**src/rtl/branch_resolve_queue.sv**
```systemverilog
// Branch resolve queue: in-order allocation of predicted branches, out-of-order
// resolution from execute, in-order retirement with predictor update and
// fetch redirect on mispredict.
module branch_resolve_queue #(
    parameter int unsigned BRQ_SIZE = 8,
    parameter int unsigned OBQ_SIZE = 16,
    parameter int unsigned IDX_W    = $clog2(OBQ_SIZE) + 1
) (
    input  logic                          clock,
    input  logic                          reset,

    input  logic                          pred_valid,
    input  logic [31:0]                   pred_pc,
    input  logic                          pred_taken,
    input  logic [31:0]                   pred_target,
    input  logic [IDX_W-1:0]              pred_index,
    output logic                          pred_ready,
    output logic [$clog2(BRQ_SIZE)-1:0]   alloc_tag,

    input  logic                          ex_valid,
    input  logic [$clog2(BRQ_SIZE)-1:0]   ex_tag,
    input  logic                          ex_taken,
    input  logic [31:0]                   ex_target,

    output logic                          rt_en_branch,
    output logic                          rt_branch_taken,
    output logic                          rt_prediction_correct,
    output logic [31:0]                   rt_pc,
    output logic [31:0]                   rt_calculated_pc,
    output logic [IDX_W-1:0]              rt_branch_index,

    output logic                          redirect_valid,
    output logic [31:0]                   redirect_pc,

    output logic [$clog2(BRQ_SIZE):0]     count
);

    localparam int unsigned PTR_W = $clog2(BRQ_SIZE);
    localparam int unsigned CNT_W = PTR_W + 1;

    typedef enum logic [0:0] {
        ST_RUN     = 1'b0,
        ST_RECOVER = 1'b1
    } state_e;

    typedef struct packed {
        logic [31:0]      pc;
        logic             pred_taken;
        logic [31:0]      pred_target;
        logic [IDX_W-1:0] index;
        logic             act_taken;
        logic [31:0]      act_target;
    } entry_t;

    state_e                state_q, state_d;
    logic [CNT_W-1:0]      head_q, head_d;
    logic [CNT_W-1:0]      tail_q, tail_d;
    logic [BRQ_SIZE-1:0]   valid_q, valid_d;
    logic [BRQ_SIZE-1:0]   resolved_q, resolved_d;
    entry_t                ent_q [BRQ_SIZE];
    entry_t                ent_d [BRQ_SIZE];

    logic                  rt_en_q, rt_en_d;
    logic                  rt_taken_q, rt_taken_d;
    logic                  rt_correct_q, rt_correct_d;
    logic [31:0]           rt_pc_q, rt_pc_d;
    logic [31:0]           rt_calc_q, rt_calc_d;
    logic [IDX_W-1:0]      rt_index_q, rt_index_d;
    logic                  redirect_valid_q, redirect_valid_d;
    logic [31:0]           redirect_pc_q, redirect_pc_d;

    logic [PTR_W-1:0]      head_slot;
    logic [PTR_W-1:0]      tail_slot;
    logic                  full;
    logic                  alloc_fire;
    entry_t                head_ent;
    logic                  retire;
    logic                  head_correct;
    logic [31:0]           head_calc_pc;
    logic                  mispredict;

    // Pointer decode, occupancy and allocation handshake
    always_comb begin
        head_slot  = head_q[PTR_W-1:0];
        tail_slot  = tail_q[PTR_W-1:0];
        full       = (head_slot == tail_slot) && (head_q[PTR_W] != tail_q[PTR_W]);
        pred_ready = !full && (state_q == ST_RUN);
        alloc_fire = pred_valid && pred_ready;
        alloc_tag  = tail_slot;
        count      = CNT_W'(tail_q - head_q);
    end

    // Head-of-queue retire decision and outcome evaluation
    always_comb begin
        head_ent     = ent_q[head_slot];
        retire       = (state_q == ST_RUN) && valid_q[head_slot] && resolved_q[head_slot];
        head_calc_pc = head_ent.act_taken ? head_ent.act_target : (head_ent.pc + 32'd4);
        head_correct = (head_ent.act_taken == head_ent.pred_taken) &&
                       (!head_ent.act_taken || (head_ent.act_target == head_ent.pred_target));
        mispredict   = retire && !head_correct;
    end

    // Next-state: resolution writes, allocation, retire and recovery flush
    always_comb begin
        state_d          = state_q;
        head_d           = head_q;
        tail_d           = tail_q;
        valid_d          = valid_q;
        resolved_d       = resolved_q;
        ent_d            = ent_q;
        rt_en_d          = 1'b0;
        rt_taken_d       = rt_taken_q;
        rt_correct_d     = rt_correct_q;
        rt_pc_d          = rt_pc_q;
        rt_calc_d        = rt_calc_q;
        rt_index_d       = rt_index_q;
        redirect_valid_d = 1'b0;
        redirect_pc_d    = redirect_pc_q;

        // Resolution only lands on live entries; anything else is a stray write
        if ((state_q == ST_RUN) && ex_valid && valid_q[ex_tag]) begin
            ent_d[ex_tag].act_taken  = ex_taken;
            ent_d[ex_tag].act_target = ex_target;
            resolved_d[ex_tag]       = 1'b1;
        end

        // Allocation at tail is dropped when the head flushes the queue this cycle
        if (alloc_fire && !mispredict) begin
            ent_d[tail_slot].pc          = pred_pc;
            ent_d[tail_slot].pred_taken  = pred_taken;
            ent_d[tail_slot].pred_target = pred_target;
            ent_d[tail_slot].index       = pred_index;
            ent_d[tail_slot].act_taken   = 1'b0;
            ent_d[tail_slot].act_target  = 32'd0;
            valid_d[tail_slot]           = 1'b1;
            resolved_d[tail_slot]        = 1'b0;
            tail_d                       = tail_q + CNT_W'(1);
        end

        if (retire) begin
            rt_en_d      = 1'b1;
            rt_taken_d   = head_ent.act_taken;
            rt_correct_d = head_correct;
            rt_pc_d      = head_ent.pc;
            rt_calc_d    = head_calc_pc;
            rt_index_d   = head_ent.index;
            if (mispredict) begin
                redirect_valid_d = 1'b1;
                redirect_pc_d    = head_calc_pc;
                valid_d          = '0;
                resolved_d       = '0;
                head_d           = '0;
                tail_d           = '0;
                state_d          = ST_RECOVER;
            end else begin
                valid_d[head_slot]    = 1'b0;
                resolved_d[head_slot] = 1'b0;
                head_d                = head_q + CNT_W'(1);
            end
        end

        // Recovery lasts exactly one cycle
        if (state_q == ST_RECOVER) begin
            state_d = ST_RUN;
        end
    end

    // State and output registers with synchronous reset
    always_ff @(posedge clock) begin
        if (reset) begin
            state_q          <= ST_RUN;
            head_q           <= '0;
            tail_q           <= '0;
            valid_q          <= '0;
            resolved_q       <= '0;
            for (int i = 0; i < int'(BRQ_SIZE); i++) begin
                ent_q[i] <= '0;
            end
            rt_en_q          <= 1'b0;
            rt_taken_q       <= 1'b0;
            rt_correct_q     <= 1'b0;
            rt_pc_q          <= '0;
            rt_calc_q        <= '0;
            rt_index_q       <= '0;
            redirect_valid_q <= 1'b0;
            redirect_pc_q    <= '0;
        end else begin
            state_q          <= state_d;
            head_q           <= head_d;
            tail_q           <= tail_d;
            valid_q          <= valid_d;
            resolved_q       <= resolved_d;
            ent_q            <= ent_d;
            rt_en_q          <= rt_en_d;
            rt_taken_q       <= rt_taken_d;
            rt_correct_q     <= rt_correct_d;
            rt_pc_q          <= rt_pc_d;
            rt_calc_q        <= rt_calc_d;
            rt_index_q       <= rt_index_d;
            redirect_valid_q <= redirect_valid_d;
            redirect_pc_q    <= redirect_pc_d;
        end
    end

    // Registered outputs
    always_comb begin
        rt_en_branch          = rt_en_q;
        rt_branch_taken       = rt_taken_q;
        rt_prediction_correct = rt_correct_q;
        rt_pc                 = rt_pc_q;
        rt_calculated_pc      = rt_calc_q;
        rt_branch_index       = rt_index_q;
        redirect_valid        = redirect_valid_q;
        redirect_pc           = redirect_pc_q;
    end

endmodule

```
**config.mk**
```make
export PLATFORM = sky130hd
export DESIGN_NAME = branch_resolve_queue
export DESIGN_NICKNAME = d
export VERILOG_FILES = /design/src/rtl/branch_resolve_queue.sv
export SDC_FILE = /design/constraint.sdc
export NUM_CORES = 2
export LEC_CHECK = 0
export CORE_ASPECT_RATIO = 1.5
export CORE_MARGIN = 2
export CORE_UTILIZATION = 65
export CTS_CLUSTER_SIZE = 40
export DETAILED_ROUTE_END_ITERATION = 12
export GPL_TIMING_DRIVEN = 0
export PLACE_DENSITY = 0.85
export SYNTH_ARGS = -nofsm -noshare
export SYNTH_HDL_FRONTEND = slang
export SYNTH_SLANG_ARGS = --single-unit
export TNS_END_PERCENT = 100
```
**constraint.sdc**
```tcl
create_clock -name clock -period 6.2 [get_ports clock]
set_clock_uncertainty 0.05 [all_clocks]
set_input_delay 1.86 -clock clock [delete_from_list [all_inputs] [get_ports clock]]
set_output_delay 1.86 -clock clock [all_outputs]
set_load 0.01 [all_outputs]
```
---- Word level (Yosys, flattened, before mapping) ----
Index checks and enable logic that the tools add are counted.
storage, ports and cells
  word-level logic and storage cells ...... 169
  bits in registers ....................... 954
  output and inout port bits .............. 113
cells by class
  equality and inequality tests ........... 4
  bitwise gates (word level) .............. 11
  $add $sub $neg .......................... 4
  multiplexer cells ....................... 56
  reductions and logical operators ........ 22
  magnitude comparators ................... 11
operators with widths
  operator                                                     number
  bitwise mux 824 bit                                          8
  demux 103 bit (select 3 bit)                                 8
  two-way mux 824 bit                                          2
  binary-select mux 103 bit (select 3 bit)                     1
  two-way mux 103 bit                                          3
  two-way mux 32 bit                                           3
  two-way mux 71 bit                                           1
  two-way mux 70 bit                                           1
  two-way mux 33 bit                                           2
  two-way mux 8 bit                                            7
  two-way mux 38 bit                                           1
  adder 32 x 3 -> 32 bit (second input constant)               1
  == test 32 bit                                               1
  AND 8 bit                                                    3
  two-way mux 4 bit                                            4
  NOT 8 bit                                                    2
  OR 8 bit                                                     2
  logical AND 1 bit                                            15
  >= comparator 4 bit (second input constant)                  3
  less-than comparator 3 x 4 -> 1 bit (second input constant)  3
  NOT 3 -> 4 bit                                               3
  binary-select mux 1 bit (select 3 bit)                       3
  demux 1 bit (select 3 bit)                                   3
  >= comparator 3 x 1 -> 1 bit (second input constant)         3
  12 further kinds                                             25

---- Longest topological paths before layout ----
  depth in word-level cells ............... 15
  gate-level depth with buffers ........... 17

---- Worst setup path after synthesis ----
OpenSTA, ideal clock, no wires.
  path kind ............................... input to register
  from .................................... input port ex_tag[0]
  to ...................................... register ent_q[722] (netlist bit)
  required time ........................... 6.018 ns
  cell stages on the path ................. 10
  arrival ................................. 4.199 ns
  buffers on the path ..................... 3
  slack ................................... 1.819 ns
  path through ............................ buf_2 mux4_2 mux2i_1 nor3b_1 nand2b_1 clkbuf_1 nor3_1 clkbuf_1 mux2i_1 nor3_1
on the way
  word-level cells in the longest chain between the ends .. 14
RTL lines
  what                                                                                                     line      text
  from (decl)                                                                                              21        input logic [$clog2(BRQ_SIZE)-1:0] ex_tag,
  NOT 3 -> 4 bit (not written as such)                                                                     122, 123
  >= comparator 4 bit (not written as such) / less-than comparator 4 x 1 -> 1 bit (equally long branches)  123       ent_d[ex_tag].act_target = ex_target;
  logical AND 1 bit (not written as such)                                                                  123
  two-way mux 32 bit (not written as such)                                                                 123
  demux 103 bit (select 3 bit)                                                                             123
  bitwise mux 824 bit                                                                                      123
  two-way mux 824 bit *                                                                                    121       if ((state_q == ST_RUN) && ex_valid && valid_q[ex_tag]) begin
  bitwise mux 824 bit                                                                                      129       ent_d[tail_slot].pc = pred_pc;
  bitwise mux 824 bit                                                                                      130       ent_d[tail_slot].pred_taken = pred_taken;
  bitwise mux 824 bit                                                                                      131       ent_d[tail_slot].pred_target = pred_target;
  bitwise mux 824 bit                                                                                      132       ent_d[tail_slot].index = pred_index;
  bitwise mux 824 bit                                                                                      133       ent_d[tail_slot].act_taken = 1'b0;
  bitwise mux 824 bit                                                                                      134       ent_d[tail_slot].act_target = 32'd0;
  two-way mux 824 bit *                                                                                    128       if (alloc_fire && !mispredict) begin
  to (signal assigned)                                                                                     193       ent_q <= ent_d;
  to (decl)                                                                                                60        entry_t ent_q [BRQ_SIZE];
Mark *: on every way between the ends. The rest lies on a longest branch, timed or not. The select of a mux whose other input is x is not followed.
A chain may end at the register's enable or synchronous reset.

---- Worst setup path in the final report ----
  from .................................... register head_q[1]
  to ...................................... register ent_q[333] (netlist bit)
on the way
  word-level cells in the longest chain between the ends .. 12
RTL lines
  what                                                        line  text
  from (decl)                                                 56    logic [CNT_W-1:0] head_q, head_d;
  from (signal assigned)                                      172   head_q <= '0;
  from (signal assigned)                                      189   head_q <= head_d;
  NOT 3 -> 4 bit (not written as such)                        95    head_ent = ent_q[head_slot];
  binary-select mux 103 bit (select 3 bit)                    95
  two-way mux 103 bit (not written as such) (2 in a row)      95
  == test 32 bit / logical NOT 1 bit (equally long branches)  99    (!head_ent.act_taken || (head_ent.act_target == head_ent.pred_target));
  logical OR 1 bit                                            99
  logical AND 1 bit                                           98    head_correct = (head_ent.act_taken == head_ent.pred_taken) &&
  logical NOT 1 bit                                           100   mispredict = retire && !head_correct;
  logical AND 1 bit                                           100
  logical NOT 1 bit                                           128
  logical AND 1 bit *                                         128
  two-way mux 824 bit *                                       128
Marked as above.

==> flow_metrics.env <==
export IMPL_yosysSeqAreaShare_pct=44.69
export IMPL_proportion_of_layout_cells_with_a_drive_suffix_above_1_pct=11.44
export IMPL_port_buffers=186
export IMPL_synth_edf_count=0
export IMPL_path_max_fanout=10
export IMPL_leading_cell_type_in_the_layout_fill_and_taps_excluded="sky130_fd_sc_hd__dfxtp_1"
export IMPL_core_area_um2=65330
export IMPL_start_util_pct=65.42
export IMPL_max_clock_path_buffers=3
export IMPL_wire_per_inst_um=33.55
export IMPL_critPathArrivalTime_ns=7.18
export IMPL_synth_top_family_by_area="multiplexers"
export IMPL_tightest_slew_ns=1.593
export IMPL_final_hold_violation_count=0
export IMPL_path_clk_slew_ns=0.08
export IMPL_place_congestion=1.083
export IMPL_grt_pass1_vias=37160
export IMPL_final_setup_viol_count=641
export IMPL_floorplan_die_width_um=213.4
export IMPL_synth_flop_cell="sky130_fd_sc_hd__dfxtp_1"
export IMPL_failed_checks="capacitance limit, slew limit, setup timing"
export IMPL_leakagePower_nw=21.27
export IMPL_status="finished with violations"
export IMPL_detailedPlace_worstSlack_ns=-0.3087
export IMPL_fmax_achieved_mhz=149.4
export IMPL_finalWirelength_mm=183.4
export IMPL_numCtsBuffers=88
export IMPL_min_delay_path_class="flip-flop to flip-flop"
export IMPL_synth_xor_xnor_area_share_pct=2.357
export IMPL_dp_hpwl_mm=124.6
export IMPL_synth_cell_area_um2=42730
export IMPL_grt_max_degree=17
export IMPL_clock_root_buffer="sky130_fd_sc_hd__clkbuf_16"
export IMPL_synthesized_area_fraction_occupied_by_adder_cells_pct=0.2225
export IMPL_synthMuxAreaShare_pct=28.15
export IMPL_final_period_utilization_pct=107.9
export IMPL_crit_start="head_q[1]"
export IMPL_top_level_ports=223
export IMPL_placed_area_um2=45760
export IMPL_finalWorstSetupSlack_ns=-0.4918
export IMPL_timing_critical_path_to_type="flip-flop"
export IMPL_ant_nets=0
export IMPL_final_cells=5465
export IMPL_overflow=0
export IMPL_rows=115
export IMPL_postSynth_asyncResetShare_pct=0
export IMPL_mostFrequentLayoutCells="sky130_fd_sc_hd__dfxtp_1, sky130_fd_sc_hd__mux2i_1, sky130_fd_sc_hd__nand2_1"
export IMPL_final_max_slew_viol_count=25
export IMPL_drt_initial_drc_count=6513
export IMPL_grt_total_usage_pct=53.98
export IMPL_drc=0
export IMPL_crit_type="flip-flop to flip-flop"
export IMPL_finalNetCount=4631
export IMPL_postSynthCellCount=4232
export IMPL_via_per_inst=7.004
export IMPL_final_core_util_pct=74.79
export IMPL_fill_cell_instance_count_of_the_final_layout=4652
export IMPL_worst_endpoint_required_ns=6.69
export IMPL_hold_path_startpoint="ent_q[704]"
export IMPL_number_of_antenna_violations_at_the_first_check_in_global_routing=18
export IMPL_rsz0062_at_grt="no"
export IMPL_ys_warnings_count=0
export IMPL_r2r_start="head_q[1]"
export IMPL_fin_crit_ns=6.692
export IMPL_design_die_area_um2=67850
export IMPL_synth_seq_cells=954
export IMPL_layout_cell_area_non_filler_um2=48860
export IMPL_compound_gate_portion_of_the_synthesized_area_pct=6.046
export IMPL_max_cap_violations=4
export IMPL_worst_skew_pair_late_latency_ns=0.70
export IMPL_synth_simple_gate_area_share_pct=13.57
export IMPL_first_pass_grt_wire_length_mm=259.9
export IMPL_tritoncts="built"
export IMPL_finalPower_mw=13.04
export IMPL_fp_dieH_um=318.0
export IMPL_place_inst=5300
export IMPL_ctsHtreeMaxLevel=3
export IMPL_synth_cell_type_count=78
export IMPL_critical_path_startpoint_type="flip-flop"
export IMPL_synth_avg_cell_area_um2=10.10
export IMPL_postCtsSetupBuffers=0
export IMPL_max_vdd_ir_drop_uv=249.6
export IMPL_syn_nets=4349
export IMPL_worst_slew_margin_pct=-6.395
export IMPL_area_delta_synth_final_pct=14.33
export IMPL_clock_sink_count=954
export IMPL_total_power_per_unit_cell_area_nw_per_um2=267.0
export IMPL_firstDrtPassIters=9
export IMPL_route_vias_total=38280
==> report_power, final <==
part           switching [mW]  internal, mW
logic                   0.657         0.298
clock network            2.53          3.29
registers              0.0554          6.21
total                    3.25          9.80
==> flip-flops by register name, indices dropped and copies added, names as in the netlist, 4 cells and up <==
name              flops
redirect_pc          32
valid_q               8
tail_q                4
rt_branch_index       5
resolved_q            8
head_q                4
rt_pc                32
ent_q               824
rt_calculated_pc     32
==> routing by layer <==
layer,vias up,track usage (%),share of wire (%)
met3,1265,25.25,14
met2,3333,75.80,41
met5,-,0,0.076
met4,18,52.25,13
met1,18120,58.71,32
li1,15540,-,-
==> final timing paths <==
path,end,slack [ns],depth (start not counted)
max,ent_q[333],-0.49,14
min reg2reg,ent_q[704],0.41,2
max reg2reg,ent_q[333],-0.49,14
min,ent_q[704],0.41,2
==> cell usage after synthesis, types with 20 or more instances <==
cell type                    n  area share [%]
sky130_fd_sc_hd__a211oi_1   33            0.58
sky130_fd_sc_hd__a21oi_1    88             1.0
sky130_fd_sc_hd__a221oi_1   47            0.96
sky130_fd_sc_hd__a22o_1     22            0.45
sky130_fd_sc_hd__a22oi_1    28            0.49
sky130_fd_sc_hd__buf_1      36            0.32
sky130_fd_sc_hd__buf_2      93             1.1
sky130_fd_sc_hd__buf_4      54            0.95
sky130_fd_sc_hd__buf_6      33            0.87
sky130_fd_sc_hd__clkbuf_1  175             1.5
sky130_fd_sc_hd__dfxtp_1   954              45
sky130_fd_sc_hd__inv_1      20            0.18
sky130_fd_sc_hd__mux2_2     37            0.97
sky130_fd_sc_hd__mux2i_1   911              21
sky130_fd_sc_hd__mux4_2    110             5.8
sky130_fd_sc_hd__nand2_1   709             6.2
sky130_fd_sc_hd__nand3_1    29            0.34
sky130_fd_sc_hd__nor2_1    132             1.2
sky130_fd_sc_hd__nor3_1    342             4.0
sky130_fd_sc_hd__o21ai_0    40            0.47
sky130_fd_sc_hd__xnor2_1    53             1.1
sky130_fd_sc_hd__xor2_1     62             1.3
==> stage by stage <==
step / setup TNS [ns] / hold slack (ns)
after floorplan: 0 / 0.3794
after global placement: -2.990 / 0.3865
after detailed placement: -4.938 / 0.3934
after CTS: 0 / 0.4061
after global routing: 0 / 0.4221
final: -161.97 / 0.4063
==> cells by family after synthesis <==
| group | count (synthesis) |
|---|---|
| XOR/XNOR | 115 |
| adder cells (fa/ha/maj) | 7 |
| AO/OA/AOI/OAI | 361 |
| multiplexers | 1059 |
| buffers and inverters | 415 |
| flip-flops | 954 |
| AND/OR/NAND/NOR | 1321 |
==> worst max-delay path, cell delays in order, from the launching register on <==
cell and delay, ns:
sky130_fd_sc_hd__dfxtp_1 0.52, sky130_fd_sc_hd__buf_4 0.48, sky130_fd_sc_hd__nor2b_2 0.87, sky130_fd_sc_hd__buf_2 0.75, sky130_fd_sc_hd__a221oi_1 0.18, sky130_fd_sc_hd__o21ai_0 1.18, sky130_fd_sc_hd__xnor2_1 0.18, sky130_fd_sc_hd__nor3_1 0.22
sky130_fd_sc_hd__nand4_1 0.18, sky130_fd_sc_hd__o21a_1 0.34, sky130_fd_sc_hd__buf_6 0.20, sky130_fd_sc_hd__buf_6 0.15, sky130_fd_sc_hd__a21boi_2 0.67, sky130_fd_sc_hd__buf_2 0.41, sky130_fd_sc_hd__nor3_1 0.09
==> repair_timing <==
action,4_1_cts,5_1_grt
pin swaps,0,0
endpoints found under the setup margin,52,250
hold buffers,0,0
resized for setup,3,6
==> layout make-up <==
type | instances | area [um^2] | area share (%)
inverters | 24 | 92.59 | 0.1895
diodes | 7 | 17.52 | 0.03585
well taps | 877 | 1097 | 2.246
multi-input cells | 2863 | 21570 | 44.15
flip-flops and latches | 954 | 19100 | 39.09
clock buffers | 130 | 2643 | 5.409
plain buffers | 389 | 2032 | 4.159
clock inverters | 27 | 372.9 | 0.7631
repair buffers | 194 | 1932 | 3.954
No activity file was read; power rests on OpenSTA's default activity.
